<file path="config.mk">
export PLATFORM = sky130hd
export DESIGN_NAME = rggen_bus_initiator_flat
export DESIGN_NICKNAME = d
export VERILOG_FILES = /design/src/rtl/rggen_bus_initiator_pkg.sv /design/src/rtl/rggen_rtl_pkg.sv /design/src/rtl/rggen_bus_if.sv /design/src/rtl/rggen_bus_initiator_sva.sv /design/src/rtl/rggen_bus_initiator_timer.sv /design/src/rtl/rggen_bus_initiator.sv /design/src/flat_wrapper.sv
export SDC_FILE = /design/constraint.sdc
export NUM_CORES = 1
export LEC_CHECK = 0
export CORE_ASPECT_RATIO = 0.6
export CORE_MARGIN = 8
export CORE_UTILIZATION = 40
export DETAILED_ROUTE_END_ITERATION = 7
export PLACE_DENSITY = 0.8
export SLEW_MARGIN = 20
export SYNTH_ARGS = -nofsm -noshare
export SYNTH_HDL_FRONTEND = slang
export SYNTH_SLANG_ARGS = --single-unit
</file>
<file path="constraint.sdc">
create_clock -name i_clk -period 1.4 [get_ports i_clk]
set_input_delay 0.14 -clock i_clk [delete_from_list [all_inputs] [get_ports i_clk]]
set_output_delay 0.14 -clock i_clk [all_outputs]
set_load 0.005 [all_outputs]
</file>
<file path="src/rtl/rggen_bus_initiator_pkg.sv">
// rggen_bus_initiator_pkg: helpers local to the bus initiator.
//   lane_mask() : mask of the byte-lane address bits for a given data width
package rggen_bus_initiator_pkg;

   // Address bits that select a byte inside one bus word; all zero when aligned.
   function automatic int unsigned lane_mask(input int unsigned bus_width);
      return (bus_width / 32'd8) - 32'd1;
   endfunction

endpackage

</file>
<file path="src/rtl/rggen_rtl_pkg.sv">
// rggen_rtl_pkg: shared rggen bus encodings.
//   rggen_access : bus access kind (read / posted write / write)
//   rggen_status : slave response status
package rggen_rtl_pkg;

   typedef enum logic [1:0] {
      RGGEN_READ         = 2'b00,
      RGGEN_POSTED_WRITE = 2'b01,
      RGGEN_WRITE        = 2'b11
   } rggen_access;

   typedef enum logic [1:0] {
      RGGEN_OKAY         = 2'b00,
      RGGEN_EXOKAY       = 2'b01,
      RGGEN_SLAVE_ERROR  = 2'b10,
      RGGEN_DECODE_ERROR = 2'b11
   } rggen_status;

endpackage

</file>
<file path="src/rtl/rggen_bus_if.sv">
// rggen_bus_if: rggen register bus.
//   master : drives valid/access/address/write_data/strobe, samples ready/status/read_data
//   slave  : the mirror image
interface rggen_bus_if
   import rggen_rtl_pkg::*;
#(
   parameter int ADDRESS_WIDTH = 8,
   parameter int BUS_WIDTH     = 32
);
   logic                     valid;
   rggen_access              access;
   logic [ADDRESS_WIDTH-1:0] address;
   logic [BUS_WIDTH-1:0]     write_data;
   logic [BUS_WIDTH/8-1:0]   strobe;
   logic                     ready;
   rggen_status              status;
   logic [BUS_WIDTH-1:0]     read_data;

   modport master (
      output valid, access, address, write_data, strobe,
      input  ready, status, read_data
   );

   modport slave (
      input  valid, access, address, write_data, strobe,
      output ready, status, read_data
   );
endinterface

</file>
<file path="src/rtl/rggen_bus_initiator_sva.sv">
// rggen_bus_initiator_sva: handshake properties of the bus initiator.
//   bus side      : fields stable while valid waits for ready
//   response side : status/data stable while valid waits for ready
//   command side  : command ready and response valid are exclusive
module rggen_bus_initiator_sva #(
   parameter int BUS_FIELDS_WIDTH = 1,
   parameter int RSP_FIELDS_WIDTH = 1
)(
   input logic                        i_clk,
   input logic                        i_rst_n,
   input logic                        i_bus_valid,
   input logic                        i_bus_ready,
   input logic [BUS_FIELDS_WIDTH-1:0] i_bus_fields,
   input logic                        i_rsp_valid,
   input logic                        i_rsp_ready,
   input logic [RSP_FIELDS_WIDTH-1:0] i_rsp_fields,
   input logic                        i_cmd_ready
);
   a_bus_hold: assert property (@(posedge i_clk) disable iff (!i_rst_n)
      (i_bus_valid && !i_bus_ready) |=> $stable(i_bus_fields));

   a_rsp_hold: assert property (@(posedge i_clk) disable iff (!i_rst_n)
      (i_rsp_valid && !i_rsp_ready) |=> $stable(i_rsp_fields));

   a_exclusive: assert property (@(posedge i_clk) disable iff (!i_rst_n)
      !(i_cmd_ready && i_rsp_valid));
endmodule

</file>
<file path="src/rtl/rggen_bus_initiator_timer.sv">
// rggen_bus_initiator_timer: wait-state counter for an outstanding request.
//   i_clk, i_rst_n : clock, synchronous active-low reset
//   i_start        : request is being issued this cycle (clears the count)
//   i_wait         : request outstanding and slave not ready (count one wait)
//   i_active       : request currently outstanding
//   o_timeout      : outstanding and at least TIMEOUT_CYCLES waits counted
module rggen_bus_initiator_timer #(
   parameter int TIMEOUT_CYCLES = 1,
   parameter int TIMEOUT_WIDTH  = 16
)(
   input  logic i_clk,
   input  logic i_rst_n,
   input  logic i_start,
   input  logic i_wait,
   input  logic i_active,
   output logic o_timeout
);
   localparam logic [TIMEOUT_WIDTH-1:0] THRESHOLD = TIMEOUT_WIDTH'(TIMEOUT_CYCLES);
   localparam logic [TIMEOUT_WIDTH-1:0] COUNT_MAX = '1;

   logic [TIMEOUT_WIDTH-1:0] count_q;
   logic [TIMEOUT_WIDTH-1:0] count_d;

   // Next count: restart on a new request, saturate instead of wrapping.
   always_comb begin
      count_d = count_q;
      if (i_start) begin
         count_d = '0;
      end else if (i_wait && (count_q != COUNT_MAX)) begin
         count_d = count_q + TIMEOUT_WIDTH'(1);
      end else begin
         count_d = count_q;
      end
   end

   // Wait counter register.
   always_ff @(posedge i_clk) begin
      if (!i_rst_n) begin
         count_q <= '0;
      end else begin
         count_q <= count_d;
      end
   end

   // Flag only while the request is still outstanding so it drops on completion.
   assign o_timeout = i_active && (count_q >= THRESHOLD);
endmodule

</file>
<file path="src/rtl/rggen_bus_initiator.sv">
// rggen_bus_initiator: single-outstanding command -> rggen bus -> response bridge.
//   i_clk, i_rst_n        : clock, synchronous active-low reset
//   i_cmd_* / o_cmd_ready : command stream (access, byte address, data, strobe)
//   o_rsp_* / i_rsp_ready : response stream (captured status and read data)
//   o_timeout             : request has waited at least TIMEOUT_CYCLES
//   bus_if                : rggen bus master port
module rggen_bus_initiator
   import rggen_rtl_pkg::*;
   import rggen_bus_initiator_pkg::*;
#(
   parameter int ADDRESS_WIDTH  = 8,
   parameter int BUS_WIDTH      = 32,
   parameter int ALIGN_CHECK    = 0,
   parameter int TIMEOUT_CYCLES = 0,
   parameter int TIMEOUT_WIDTH  = 16
)(
   input  logic                     i_clk,
   input  logic                     i_rst_n,
   input  logic                     i_cmd_valid,
   output logic                     o_cmd_ready,
   input  rggen_access              i_cmd_access,
   input  logic [ADDRESS_WIDTH-1:0] i_cmd_address,
   input  logic [BUS_WIDTH-1:0]     i_cmd_write_data,
   input  logic [BUS_WIDTH/8-1:0]   i_cmd_strobe,
   output logic                     o_rsp_valid,
   input  logic                     i_rsp_ready,
   output rggen_status              o_rsp_status,
   output logic [BUS_WIDTH-1:0]     o_rsp_read_data,
   output logic                     o_timeout,
   rggen_bus_if.master              bus_if
);
   typedef enum logic [1:0] {
      IDLE     = 2'b00,
      REQUEST  = 2'b01,
      RESPONSE = 2'b10
   } state_e;

   localparam logic [ADDRESS_WIDTH-1:0] LANE_MASK = ADDRESS_WIDTH'(lane_mask(BUS_WIDTH));

   state_e                   state_q;
   rggen_access              access_q;
   logic [ADDRESS_WIDTH-1:0] address_q;
   logic [BUS_WIDTH-1:0]     write_data_q;
   logic [BUS_WIDTH/8-1:0]   strobe_q;
   rggen_status              status_q;
   logic [BUS_WIDTH-1:0]     read_data_q;

   logic misaligned_s;
   logic issue_s;

   // Misaligned commands are answered locally and never reach the bus.
   assign misaligned_s = (ALIGN_CHECK != 0) && ((i_cmd_address & LANE_MASK) != '0);
   assign issue_s      = (state_q == IDLE) && i_cmd_valid && !misaligned_s;

   // Transaction FSM; command fields and response are captured here.
   // RGGEN_READ / RGGEN_OKAY are the all-zero encodings used as cleared values.
   always_ff @(posedge i_clk) begin
      if (!i_rst_n) begin
         state_q      <= IDLE;
         access_q     <= RGGEN_READ;
         address_q    <= '0;
         write_data_q <= '0;
         strobe_q     <= '0;
         status_q     <= RGGEN_OKAY;
         read_data_q  <= '0;
      end else begin
         case (state_q)
            IDLE: begin
               if (i_cmd_valid) begin
                  access_q     <= i_cmd_access;
                  address_q    <= i_cmd_address;
                  write_data_q <= i_cmd_write_data;
                  strobe_q     <= i_cmd_strobe;
                  if (misaligned_s) begin
                     status_q    <= RGGEN_SLAVE_ERROR;
                     read_data_q <= '0;
                     state_q     <= RESPONSE;
                  end else begin
                     state_q     <= REQUEST;
                  end
               end
            end
            REQUEST: begin
               // Read data is captured for writes too; consumers ignore it.
               if (bus_if.ready) begin
                  status_q    <= bus_if.status;
                  read_data_q <= bus_if.read_data;
                  state_q     <= RESPONSE;
               end
            end
            RESPONSE: begin
               if (i_rsp_ready) begin
                  state_q <= IDLE;
               end
            end
            default: begin
               state_q <= IDLE;
            end
         endcase
      end
   end

   assign o_cmd_ready       = (state_q == IDLE);
   assign o_rsp_valid       = (state_q == RESPONSE);
   assign o_rsp_status      = status_q;
   assign o_rsp_read_data   = read_data_q;

   assign bus_if.valid      = (state_q == REQUEST);
   assign bus_if.access     = access_q;
   assign bus_if.address    = address_q;
   assign bus_if.write_data = write_data_q;
   assign bus_if.strobe     = strobe_q;

   // Timeout only observes: a request is never withdrawn once valid is up.
   if (TIMEOUT_CYCLES > 0) begin : g_timer
      rggen_bus_initiator_timer #(
         .TIMEOUT_CYCLES (TIMEOUT_CYCLES),
         .TIMEOUT_WIDTH  (TIMEOUT_WIDTH)
      ) u_timer (
         .i_clk     (i_clk),
         .i_rst_n   (i_rst_n),
         .i_start   (issue_s),
         .i_wait    ((state_q == REQUEST) && !bus_if.ready),
         .i_active  (state_q == REQUEST),
         .o_timeout (o_timeout)
      );
   end else begin : g_no_timer
      assign o_timeout = 1'b0;
   end

`ifdef RGGEN_ENABLE_SVA
   rggen_bus_initiator_sva #(
      .BUS_FIELDS_WIDTH (2 + ADDRESS_WIDTH + BUS_WIDTH + BUS_WIDTH/8),
      .RSP_FIELDS_WIDTH (2 + BUS_WIDTH)
   ) u_sva (
      .i_clk        (i_clk),
      .i_rst_n      (i_rst_n),
      .i_bus_valid  (bus_if.valid),
      .i_bus_ready  (bus_if.ready),
      .i_bus_fields ({bus_if.access, bus_if.address, bus_if.write_data, bus_if.strobe}),
      .i_rsp_valid  (o_rsp_valid),
      .i_rsp_ready  (i_rsp_ready),
      .i_rsp_fields ({o_rsp_status, o_rsp_read_data}),
      .i_cmd_ready  (o_cmd_ready)
   );
`endif
endmodule
</file>
<file path="src/flat_wrapper.sv">
// flat-port wrapper written by rule: the top's interface ports become plain ports
module rggen_bus_initiator_flat import rggen_rtl_pkg::*; import rggen_bus_initiator_pkg::*;
#(
   parameter int ADDRESS_WIDTH  = 8,
   parameter int BUS_WIDTH      = 32,
   parameter int ALIGN_CHECK    = 0,
   parameter int TIMEOUT_CYCLES = 0,
   parameter int TIMEOUT_WIDTH  = 16
)
  (i_clk, i_rst_n, i_cmd_valid, o_cmd_ready, i_cmd_access, i_cmd_address, i_cmd_write_data, i_cmd_strobe, o_rsp_valid, i_rsp_ready, o_rsp_status, o_rsp_read_data, o_timeout, bus_if_valid, bus_if_access, bus_if_address, bus_if_write_data, bus_if_strobe, bus_if_ready, bus_if_status, bus_if_read_data);
  rggen_bus_if #(.ADDRESS_WIDTH(ADDRESS_WIDTH), .BUS_WIDTH(BUS_WIDTH)) bus_if_i ();
  input  logic i_clk;
  input  logic i_rst_n;
  input  logic i_cmd_valid;
  output logic o_cmd_ready;
  input  rggen_access i_cmd_access;
  input  logic [ADDRESS_WIDTH-1:0] i_cmd_address;
  input  logic [BUS_WIDTH-1:0] i_cmd_write_data;
  input  logic [BUS_WIDTH/8-1:0] i_cmd_strobe;
  output logic o_rsp_valid;
  input  logic i_rsp_ready;
  output rggen_status o_rsp_status;
  output logic [BUS_WIDTH-1:0] o_rsp_read_data;
  output logic o_timeout;
  output wire logic [$bits(bus_if_i.valid)-1:0] bus_if_valid;
  output wire logic [$bits(bus_if_i.access)-1:0] bus_if_access;
  output wire logic [$bits(bus_if_i.address)-1:0] bus_if_address;
  output wire logic [$bits(bus_if_i.write_data)-1:0] bus_if_write_data;
  output wire logic [$bits(bus_if_i.strobe)-1:0] bus_if_strobe;
  input wire logic [$bits(bus_if_i.ready)-1:0] bus_if_ready;
  input wire logic [$bits(bus_if_i.status)-1:0] bus_if_status;
  input wire logic [$bits(bus_if_i.read_data)-1:0] bus_if_read_data;
  assign bus_if_valid = bus_if_i.valid;
  assign bus_if_access = bus_if_i.access;
  assign bus_if_address = bus_if_i.address;
  assign bus_if_write_data = bus_if_i.write_data;
  assign bus_if_strobe = bus_if_i.strobe;
  assign bus_if_i.ready = bus_if_ready;
  assign bus_if_i.status = bus_if_status;
  assign bus_if_i.read_data = bus_if_read_data;
  rggen_bus_initiator #(.ADDRESS_WIDTH(ADDRESS_WIDTH), .BUS_WIDTH(BUS_WIDTH), .ALIGN_CHECK(ALIGN_CHECK), .TIMEOUT_CYCLES(TIMEOUT_CYCLES), .TIMEOUT_WIDTH(TIMEOUT_WIDTH)) u_core (.i_clk(i_clk), .i_rst_n(i_rst_n), .i_cmd_valid(i_cmd_valid), .o_cmd_ready(o_cmd_ready), .i_cmd_access(i_cmd_access), .i_cmd_address(i_cmd_address), .i_cmd_write_data(i_cmd_write_data), .i_cmd_strobe(i_cmd_strobe), .o_rsp_valid(o_rsp_valid), .i_rsp_ready(i_rsp_ready), .o_rsp_status(o_rsp_status), .o_rsp_read_data(o_rsp_read_data), .o_timeout(o_timeout), .bus_if(bus_if_i));
endmodule
</file>
# Word-level counts from Yosys, hierarchy flattened
# Index checks and enable logic that the tools add are counted.
[op_classes]
add_sub_neg = 0
mul = 0
div_mod_pow = 0
n_lt_le_gt_ge = 0
n_eq_ne = 5
shift = 0
n_mux = 4
n_bitwise = 0
reduce_logical = 4
[op_table]
columns = ["operator", "n"]
rows = [
  ["2-bit two-way mux", 3],
  ["2-bit case mux with 3 select lines", 1],
  ["2-bit by 1-bit != test with 1-bit output, second input constant", 2],
  ["2-bit AND reduction", 2],
  ["3-bit AND reduction", 1],
  ["2-bit by 1-bit equality test with 1-bit output, second input constant", 1],
  ["2-bit equality test, second input constant", 1],
  ["2-bit zero test", 1],
  ["2-bit != test, second input constant", 1],
]
[totals]
register_bits = 82
latchBits = 0
mem_bits_rw = 0
mem_bits_ro = 0
inputBits = 85
out_inout_bits = 84
elab_cells = 20
memories = 0

# Depth between registers and ports, before layout
# Gate-level depths: netlist of run 1.
[depth]
ltp_word = 3
ltp_mapped = 5
depth_no_buf = 2

# Worst setup path before layout of run 1
# OpenSTA, ideal clock, no wires.
[synth_timing]
path_kind = "register to register"
start = "register u_core.state_q[1]"
end = "register u_core.state_q[1]"
setup_ps = 115
arrival_time_ps = 1029
required_time_ps = 1285
path_slack_ps = 256
path_stages_with_launch = 5
path_buffers = 2
synth_period_minus_slack_ps = 1144
path_cell_list = "dfxtp_1 and3b_1 buf_6 buf_8 o21a_1"
[synth_between]
elab_chain_cells = 3
word_cells_on_any_way = 8
cone_classes = "eq/ne (5); mux (1); reduce/logical (2)"
[synth_lines]
columns = ["item", "line_no", "rtl"]
rows = [
  ["from (decl)", "rggen_bus_initiator.sv:40", "state_e state_q;"],
  ["from (signal assigned)", "rggen_bus_initiator.sv:59", "state_q <= IDLE;"],
  ["from (signal assigned)", "rggen_bus_initiator.sv:77", "state_q <= RESPONSE;"],
  ["from (signal assigned)", "rggen_bus_initiator.sv:79", "state_q <= REQUEST;"],
  ["2-bit by 1-bit equality test with 1-bit output (tied with other cells)", "rggen_bus_initiator.sv:67", "case (state_q)"],
  ["2-bit by 1-bit != test with 1-bit output (no source line) or 2-bit != test (tied branches)", "n/a", ""],
  ["3-bit AND reduction (no source line)", "n/a", ""],
]
# Several ways; a longest one is shown, not always the timed one.
# A chain may end at the register's enable or synchronous reset.

# Worst setup path in the final report of run 1
[layout_timing]
start = "register u_core.address_q[2] (netlist: u_core.bus_if.address[2])"
end = "output port bus_if_address[2]"
[layout_lines]
columns = ["item", "line_no", "rtl"]
rows = [
  ["from (decl)", "rggen_bus_initiator.sv:42", "logic [ADDRESS_WIDTH-1:0] address_q;"],
  ["from (signal assigned)", "rggen_bus_initiator.sv:71", "address_q <= i_cmd_address;"],
  ["to (decl)", "flat_wrapper.sv:27", "output wire logic [$bits(bus_if_i.address)-1:0] bus_if_address;"],
]
# No word-level cell between the ends.

==> flow_metrics.tcl, run 1 <==
set metrics [dict create \
    status "finished clean" \
    cts-htree-levels 3 \
    start_util_pct 41.8 \
    timing.rr.start "u_core.state_q[1]" \
    clock_skew_ns 0.00256 \
    drc 0 \
    cp_max_fo 2 \
    grt_pass1_wl_um 15000 \
    final_cell_mix "clkdlybuf4s50_1, nand2_1, mux2i_1, dfxtp_1, clkbuf_16" \
    ys_ff_latch 82 \
    antenna_found_initial 0 \
    start_kind "flop" \
    cts-root-buf "clkbuf_16" \
    wl_per_cell_um 15.2 \
    place.gp.congestion 0.716 \
    hold_start "i_rst_n" \
    vdd_ir_drop_max_mv 0.602 \
    vias 2888 \
    required_ns 1.26 \
    stdcell_count 632 \
    holdPathEnd "u_core.bus_if.write_data[29]" \
    clock_tree.buffer_depth 2 \
    dp_hpwl_um 7400 \
    power_density_nw_per_um2 1070 \
    synth-seq-area-share_pct 49.3 \
    place_inst 617 \
    reg2reg_slack_ns 0.15 \
    postLayoutCoreUtil_pct 66.6 \
    rows 25 \
    slew_viol_final 0 \
    drive_gt1_share_pct 5.73 \
    leakagePower_nw 2.11 \
    post-route-period-util_pct 96.6 \
    track_usage_pct 16.2 \
    finalSetupViolCount 0 \
    worst_hold_slack_ns 0.173 \
    mostFrequentLayoutCell "clkdlybuf4s50_1" \
    max_freq_mhz 740 \
    hold_viol 0 \
    drt_iter0_markers 125 \
    clk_latency_ns 0.33 \
    antenna_left 0 \
    yosysWarnings 0 \
    cts_buffers 9 \
    cts.sinks 82 \
    maxCapViolCount 0 \
    grt_max_degree 59 \
    cts_hold_buf 0 \
    dp_slack_ns -0.117 \
    fp.dieH_um 86.7 \
    drt_wl_total_um 9630 \
    port-buffer-count 167 \
    rr_worst_depth 3 \
    fp.dieArea_um2 11600 \
    pin_count 169 \
    fillers 667 \
    die_w_um 134 \
    syn_avg_cell_area_um2 9.23 \
    crit_family "buffers and inverters" \
    critPathBufInv 1 \
    vias_per_cell 4.57 \
    synthDistinctLibCells 18 \
    rsz0062_at_grt "no" \
    grt-ovfl-total 0 \
    period_needed_ns 1.35 \
    dr.pass1.iters 4 \
    worstSetupPathType "flop to primary output" \
    core-area_um2 7980 \
    min_path_cells 3 \
    cts_setup_buffers 0 \
    syn_nets 446 \
    cpMaxStageDelayCell "clkdlybuf4s50_1" \
    hp-class "input port to flop" \
    p_total_mw 5.70 \
    clk_pin_slew_ns 0.06 \
    end_kind "primary output" \
    diodes 0 \
    first_global_vias 2932 \
    syn_area_um2 3330 \
    fin_nets 605 \
    slowest_delay_ns 0.55 \
    worst_ep_arrival_time_ns 1.21 \
    syn_inst 361 \
    worst_slack_ns 0.0482 \
    tritoncts "built" \
    area_delta_synth_final_pct 59.6 \
    r2r-end "u_core.bus_if.address[0]" \
    crit_chain "clkdlybuf4s50_1" \
]
==> flip-flops by register name, indices dropped and copies added (netlist names) <==
signal and cells:
u_core.bus_if.write_data 32, u_core.o_rsp_status 2, u_core.bus_if.access 2, u_core.bus_if.address 8, u_core.state_q 2, u_core.bus_if.strobe 4
u_core.o_rsp_read_data 32
==> metal layers <==
| metal | global-route usage, % | vias to the layer above | wire [µm] |
|---|---|---|---|
| met2 | 26.7 | 100 | 4480 |
| li1 | - | 1470 | - |
| met3 | 8.95 | 10 | 1100 |
| met1 | 17.3 | 1308 | 3930 |
| met4 | 5.57 | 0 | 119 |
| met5 | 0 | - | 0 |
==> cell type report <==
type | instances | area [µm²] | share of cell area (%)
clock buffer | 12 | 256 | 4.83
inverter | 1 | 3.75 | 0.0706
sequential | 82 | 1650 | 31.0
tap | 108 | 135 | 2.54
clock inverter | 3 | 15.0 | 0.282
timing repair buffer | 176 | 1770 | 33.4
multi-input combinational | 250 | 1480 | 27.9
==> timing repair <==
item / 4_1_cts / 5_1_grt
gates resized for setup: 7 / 1
pin swaps: 0 / 0
endpoints found under the hold margin: 0 / 0
endpoints found under the setup margin: 3 / 1
==> where the power goes <==
part | internal [mW] | leakage, nW | switching (mW) | total (mW)
Clock | 1.28 | 0.138 | 0.867 | 2.15
Combinational | 0.626 | 1.30 | 0.365 | 0.991
Sequential | 2.48 | 0.672 | 0.0819 | 2.56
Total | 4.39 | 2.11 | 1.31 | 5.70
==> cells by family after synthesis <==
logic type / Yosys count / synth area share (%)
AO/OA/AOI/OAI: 2 / 0.488
multiplexers: 80 / 24.0
flip-flops: 82 / 49.3
buffers and inverters: 29 / 6.42
other: 1 / 0.113
AND/OR/NAND/NOR: 167 / 19.6
==> worst max-delay path by stage <==
| stage | startpoint | to | slack (ns) | depth (start not counted) |
|---|---|---|---|---|
| floorplan | u_core.state_q[1] | u_core.state_q[1] | 0.26 | 4 |
| global placement | i_cmd_valid | u_core.bus_if.address[3] | -0.06 | 4 |
| detailed placement | i_cmd_valid | u_core.bus_if.strobe[1] | -0.12 | 4 |
| CTS | u_core.bus_if.address[2] | bus_if_address[2] | 0.02 | 1 |
| global route | u_core.bus_if.write_data[25] | bus_if_write_data[25] | 0.002 | 1 |
| finish | u_core.bus_if.address[2] | bus_if_address[2] | 0.05 | 1 |
==> metrics by stage <==
stage / cell area (µm²) / TNS [ns]
floorplan: 3330 / 0
global placement: 5040 / -1.76
detailed placement: 5040 / -2.79
CTS: 5310 / 0
global route: 5320 / 0
finish: 5320 / 0
==> cell usage after synthesis <==
library cell,number,area share [%]
nand2_1,160,18
dfxtp_1,82,49
mux2i_1,80,24
buf_2,10,1.5
clkbuf_1,7,0.79
buf_6,5,1.7
buf_4,3,0.68
and2b_2,2,0.53
buf_12,2,1.2
nor2_1,2,0.23
a2111oi_0,1,0.26
and3b_1,1,0.26
buf_8,1,0.45
conb_1,1,0.11
inv_1,1,0.11
nor3b_1,1,0.23
nor3b_2,1,0.38
o21a_1,1,0.23
No activity file was read; power rests on OpenSTA's default activity.
==> run 2, diff against run 1 <==
- SYNTH_HIERARCHICAL: unset -> 1
==> run 2 against run 1 <==
- sequential share of layout area is 0.56 points lower
- synthesized cell count rose by 0.28%
- critical path depth unchanged
- first-iteration DRC count decreased by 13%
- global-route usage grew 0.69 points
- largest cell class unchanged
==> flow_metrics.tcl, run 2 <==
set metrics [dict create \
    status "finished clean" \
    synthTopCellsByCount "nand2_1, dfxtp_1, mux2i_1" \
    reg2reg_slack_ns 0.17 \
    dr.pass1.iters 4 \
    worstSetupPathType "flop to primary output" \
    vias 2928 \
    synth_top_cell_by_area "dfxtp_1" \
    clock_skew_ns 0.00364 \
    syn_avg_cell_area_um2 9.21 \
    first_global_vias 3075 \
    slew_viol_final 0 \
    area_delta_synth_final_pct 62.2 \
    rsz0062_at_grt "no" \
    drt_iter0_markers 109 \
    synth-seq-area-share_pct 49.2 \
    stdcell_count 637 \
    rows 25 \
    cp_max_fo 2 \
    required_ns 1.26 \
    power_density_nw_per_um2 1050 \
    worst_hold_slack_ns 0.315 \
    rr_worst_depth 4 \
    dp_hpwl_um 7630 \
    antenna_found_initial 0 \
    final_cell_mix "nand2_1, clkdlybuf4s50_1, mux2i_1, dfxtp_1, clkbuf_16" \
    hp-class "input port to flop" \
    placed_area_um2 5130 \
    cts-root-buf "clkbuf_16" \
    port-buffer-count 167 \
    worst_ep_arrival_time_ns 1.22 \
    wl_per_cell_um 15.8 \
    holdPathEnd "u_core/o_rsp_read_data[19]" \
    mostFrequentLayoutCell "nand2_1" \
    fillers 641 \
    tritoncts "built" \
    synth_compound_area_share_pct 0.375 \
    cts_hold_buf 0 \
    fin_nets 611 \
    maxCapViolCount 0 \
    period_needed_ns 1.36 \
    syn_inst 362 \
    ctsResizeCount 6 \
    grt_max_degree 104 \
    cts.sinks 82 \
    synth-edff-count 0 \
    hold_start "i_rst_n" \
    synth-adder-area-share_pct 0 \
    end_kind "primary output" \
    cts-htree-levels 3 \
    pin_count 169 \
    die_w_um 134 \
    clk_latency_ns 0.32 \
    dp_slack_ns -0.139 \
    grt_pass1_wl_um 15700 \
    p_total_mw 5.68 \
    postLayoutCoreUtil_pct 67.8 \
    cts_setup_buffers 0 \
    diodes 0 \
    synth-xor-area-share_pct 0 \
    clock_tree.buffer_depth 2 \
    hold_viol 0 \
    crit_family "buffers and inverters" \
    worst_slack_ns 0.0448 \
    cpMaxStageDelayCell "clkdlybuf4s50_1" \
    finalSetupViolCount 0 \
    synth_flop_cell "dfxtp_1" \
    max_freq_mhz 738 \
    fin_area_um2 5410 \
    fp.dieH_um 86.7 \
    fp.dieArea_um2 11600 \
    start_kind "flop" \
    synthSimpleGateAreaFrac_pct 20.0 \
    yosysMostFrequentCell "nand2_1" \
    clk_pin_slew_ns 0.06 \
    drt_wl_total_um 10100 \
    ys_async_sr_fraction_pct 0 \
    syn_area_um2 3330 \
    vdd_ir_drop_max_mv 0.698 \
    leakagePower_nw 2.23 \
    synthMuxAreaShare_pct 24.0 \
    antenna_left 0 \
    setup-tns-final_ns 0 \
    critPathBufInv 1 \
    core-area_um2 7980 \
    yosysWarnings 6 \
    vias_per_cell 4.60 \
    slowest_delay_ns 0.53 \
    crit_chain "clkdlybuf4s50_1" \
    track_usage_pct 16.9 \
    yosysTopAreaCellShare_pct 49.2 \
    min_path_cells 4 \
    grt-ovfl-total 0 \
    timing.rr.start "u_core/state_q[1]" \
    synthDistinctLibCells 18 \
    synth_area_leaders "dfxtp_1, mux2i_1, nand2_1" \
    cts_buffers 9 \
    post-route-period-util_pct 96.8 \
    start_util_pct 41.8 \
    r2r-end "u_core/bus_if.address[0]" \
    drive_gt1_share_pct 6.05 \
    synth_top_family_by_area "multiplexers" \
    ys_ff_latch 82 \
    drc 0 \
    place_inst 623 \
    place.gp.congestion 0.742 \
    syn_nets 447 \
]
==> run 2: changes by cell type in the layout (fill, tap and decap cells not counted), sizes merged, moves of 3 or more <==
cell	before	now
buf	10	15
clkdlybuf4s50	162	157
dlymetal6s2s	1	6
nand2b	0	3
==> run 2: tightest hold or removal path, cell delays in order <==
cell and delay, ns:
buf_4 0.13, buf_12 0.18, nand2_1 0.08, mux2i_1 0.05
==> run 2: final cells by class <==
| cell class | count | area [µm²] | area share [%] |
|---|---|---|---|
| clock inverter | 3 | 17.5 | 0.324 |
| sequential | 82 | 1650 | 30.5 |
| clock buffer | 11 | 243 | 4.49 |
| multi-input combinational | 252 | 1490 | 27.6 |
| timing repair buffer | 181 | 1870 | 34.7 |
| tap | 108 | 135 | 2.50 |
==> run 2: how the worst max path moves through the flow <==
stage | start | end | slack, ns | cells after the start
6_report | u_core/bus_if.access[1] | bus_if_access[1] | 0.04 | 1
3_5_place_dp | i_cmd_valid | u_core/bus_if.address[4] | -0.14 | 5
3_3_place_gp | i_cmd_valid | u_core/bus_if.write_data[0] | -0.03 | 5
5_1_grt | u_core/bus_if.access[1] | bus_if_access[1] | 0.0002 | 1
4_1_cts | u_core/bus_if.strobe[0] | bus_if_strobe[0] | 0.006 | 1
2_1_floorplan | u_core/state_q[1] | u_core/state_q[1] | 0.26 | 4
==> run 2: logic make-up (layout without fill, tap and decap cells) <==
group	after synthesis	after routing
flops	82	82
other cells	1	1
compound gates	2	2
simple gates	169	169
buf+inv	28	195
mux	80	80
==> run 2: metal layers <==
metal / vias to the layer above / track usage [%] / part of all wire (%)
met2: 108 / 28.1 / 47
met1: 1328 / 18.3 / 41
met5: - / 0 / 0
met4: 0 / 3.65 / 0.76
li1: 1485 / - / -
met3: 7 / 9.82 / 11
==> run 2: report_power, final <==
part | leakage, nW | internal, mW | switching (mW)
Clock | 0.127 | 1.22 | 0.871
Sequential | 0.672 | 2.48 | 0.0828
Combinational | 1.43 | 0.651 | 0.372
Total | 2.23 | 4.35 | 1.33
==> run 3, diff against run 2 <==
- CORE_MARGIN: 8 -> unset
- CTS_CLUSTER_SIZE: unset -> 12
- SKIP_LAST_GASP: unset -> 1
==> run 3 against run 2 <==
- clock skew hardly changed
- largest cell class unchanged
- setup slack better by 0.0038 ns
- critical path depth unchanged
- combinational power about the same
- core utilization rose by 0.33 points
- die area fell by 25%
- critical path type unchanged
==> flow_metrics.tcl, run 3 (synthesis results as in run 2) <==
set metrics [dict create \
    track_usage_pct 20.2 \
    p_clk_share_pct 36.8 \
    dr.pass1.iters 4 \
    area_delta_synth_final_pct 63.0 \
    crit_chain "clkdlybuf4s50_1" \
    required_ns 1.26 \
    final_cell_mix "clkdlybuf4s50_1, nand2_1, mux2i_1, dfxtp_1, buf_4" \
    leakagePower_nw 2.18 \
    regArea_um2 1650 \
    slew_viol_final 0 \
    critPathBufInv 1 \
    start_kind "flop" \
    port-buffer-count 167 \
    clock_tree.buffer_depth 2 \
    drt_iter0_markers 108 \
    vdd_ir_drop_max_mv 0.648 \
    cts_buffers 9 \
    pin_count 169 \
    worst_slack_ns 0.0485 \
    hold_viol 0 \
    antenna_left 0 \
    setup-tns-final_ns 0 \
    grt_max_degree 44 \
    fillers 633 \
    status "finished clean" \
    wl_per_cell_um 13.5 \
    cts-htree-levels 3 \
    fin_area_um2 5430 \
    min_path_cells 3 \
    cts_hold_buf 0 \
    dp_slack_ns -0.0747 \
    clk_pin_slew_ns 0.06 \
    cts.sinks 82 \
    p_int_mw 4.32 \
    worstSetupPathDepth 1 \
    switching_share_pct 23.6 \
    rr_worst_depth 5 \
    hp-class "input port to flop" \
    maxCapViolCount 0 \
    clock_skew_ns 0.00369 \
    timing.rr.start "u_core/state_q[1]" \
    worst_hold_slack_ns 0.219 \
    grt_pass1_wl_um 13700 \
    place_inst 624 \
    first_global_vias 2820 \
    combPwrFrac_pct 17.9 \
    drc 0 \
    multi_input_area_um2 1490 \
    fp.dieH_um 72.7 \
    max_freq_mhz 740 \
    drive_gt1_share_pct 6.92 \
    stdcell_count 643 \
    start_util_pct 41.8 \
    core-area_um2 7980 \
    finalSetupViolCount 0 \
    dp_hpwl_um 6440 \
    worst_ep_arrival_time_ns 1.21 \
    end_kind "primary output" \
    vias_per_cell 4.62 \
    mostFrequentLayoutCell "clkdlybuf4s50_1" \
    rows 25 \
    cts-root-buf "clkbuf_16" \
    cp-startpoint "u_core/bus_if.address[4]" \
    slowest_delay_ns 0.52 \
    fin_nets 615 \
    post-route-period-util_pct 96.5 \
    fp.dieArea_um2 8710 \
    worstSetupPathType "flop to primary output" \
    diodes 0 \
    p_seq_share_pct 45.2 \
    die_w_um 120 \
    grt-ovfl-total 0 \
    reg2reg_slack_ns 0.06 \
    drt_wl_total_um 8710 \
    hold_start "i_rst_n" \
    p_total_mw 5.66 \
    cpMaxStageDelayCell "clkdlybuf4s50_1" \
    clk_latency_ns 0.33 \
    p_sw_mw 1.33 \
    cp_max_fo 2 \
    power_density_nw_per_um2 1040 \
    postLayoutCoreUtil_pct 68.1 \
    crit_family "buffers and inverters" \
    vias 2969 \
    period_needed_ns 1.35 \
    placed_area_um2 5140 \
    tritoncts "built" \
    place.gp.congestion 0.824 \
    antenna_found_initial 0 \
]
[run 3: cell count changes in the layout (fill, tap and decap cells not counted)]
cell             before  now
clkbuf_1              1    2
clkdlybuf4s50_1     157  161
clkbuf_8              1    0
dfxtp_2               1    0
clkinv_4              0    1
buf_4                 8   12
dfxtp_4               1    2
dlymetal6s2s_1        6    2
clkinv_2              2    3
[run 3: final cells by class]
cell class | instances | area share (%)
Multi-Input combinational cell | 252 | 27.4
Tap cell | 108 | 2.49
Clock inverter | 5 | 0.576
Timing Repair Buffer | 185 | 34.9
Clock buffer | 11 | 4.28
Sequential cell | 82 | 30.4
[run 3: final timing paths]
| kind | to |
|---|---|
| setup / recovery | bus_if_address[4] |
| setup reg to reg | u_core/bus_if.strobe[0] |
| hold / removal | u_core/o_rsp_read_data[19] |
| hold reg to reg | u_core/bus_if.address[5] |
[run 3: repair_timing]
action                                  4_1_cts  5_1_grt
gates cloned                                  0        0
resized for setup                             7        2
endpoints found under the setup margin        3        4
setup buffers                                 1        2
[run 3: power groups by stage]
stage | registers, mW | logic, mW | clock network (mW)
6_report | 2.56 | 1.02 | 2.08
5_1_grt | 2.57 | 1.09 | 2.25
2_1_floorplan | 2.61 | 0.392 | 0
3_5_place_dp | 2.61 | 1.01 | 0
4_1_cts | 2.56 | 1.02 | 2.15
3_3_place_gp | 2.60 | 0.993 | 0
[run 3: layer usage]
metal,global-route usage [%],vias to the layer above,part of all wire [%]
met5,0,-,0
met4,6.25,0,1.0
met3,7.66,10,8.6
met2,32.8,111,44
met1,25.0,1354,46
li1,-,1494,-
[run 3: worst reg2reg max path, cell delays in order (launching register included)]
cell	delay, ns
dfxtp_4	0.36
buf_4	0.15
nor3b_4	0.22
buf_12	0.17
buf_12	0.16
mux2i_1	0.21
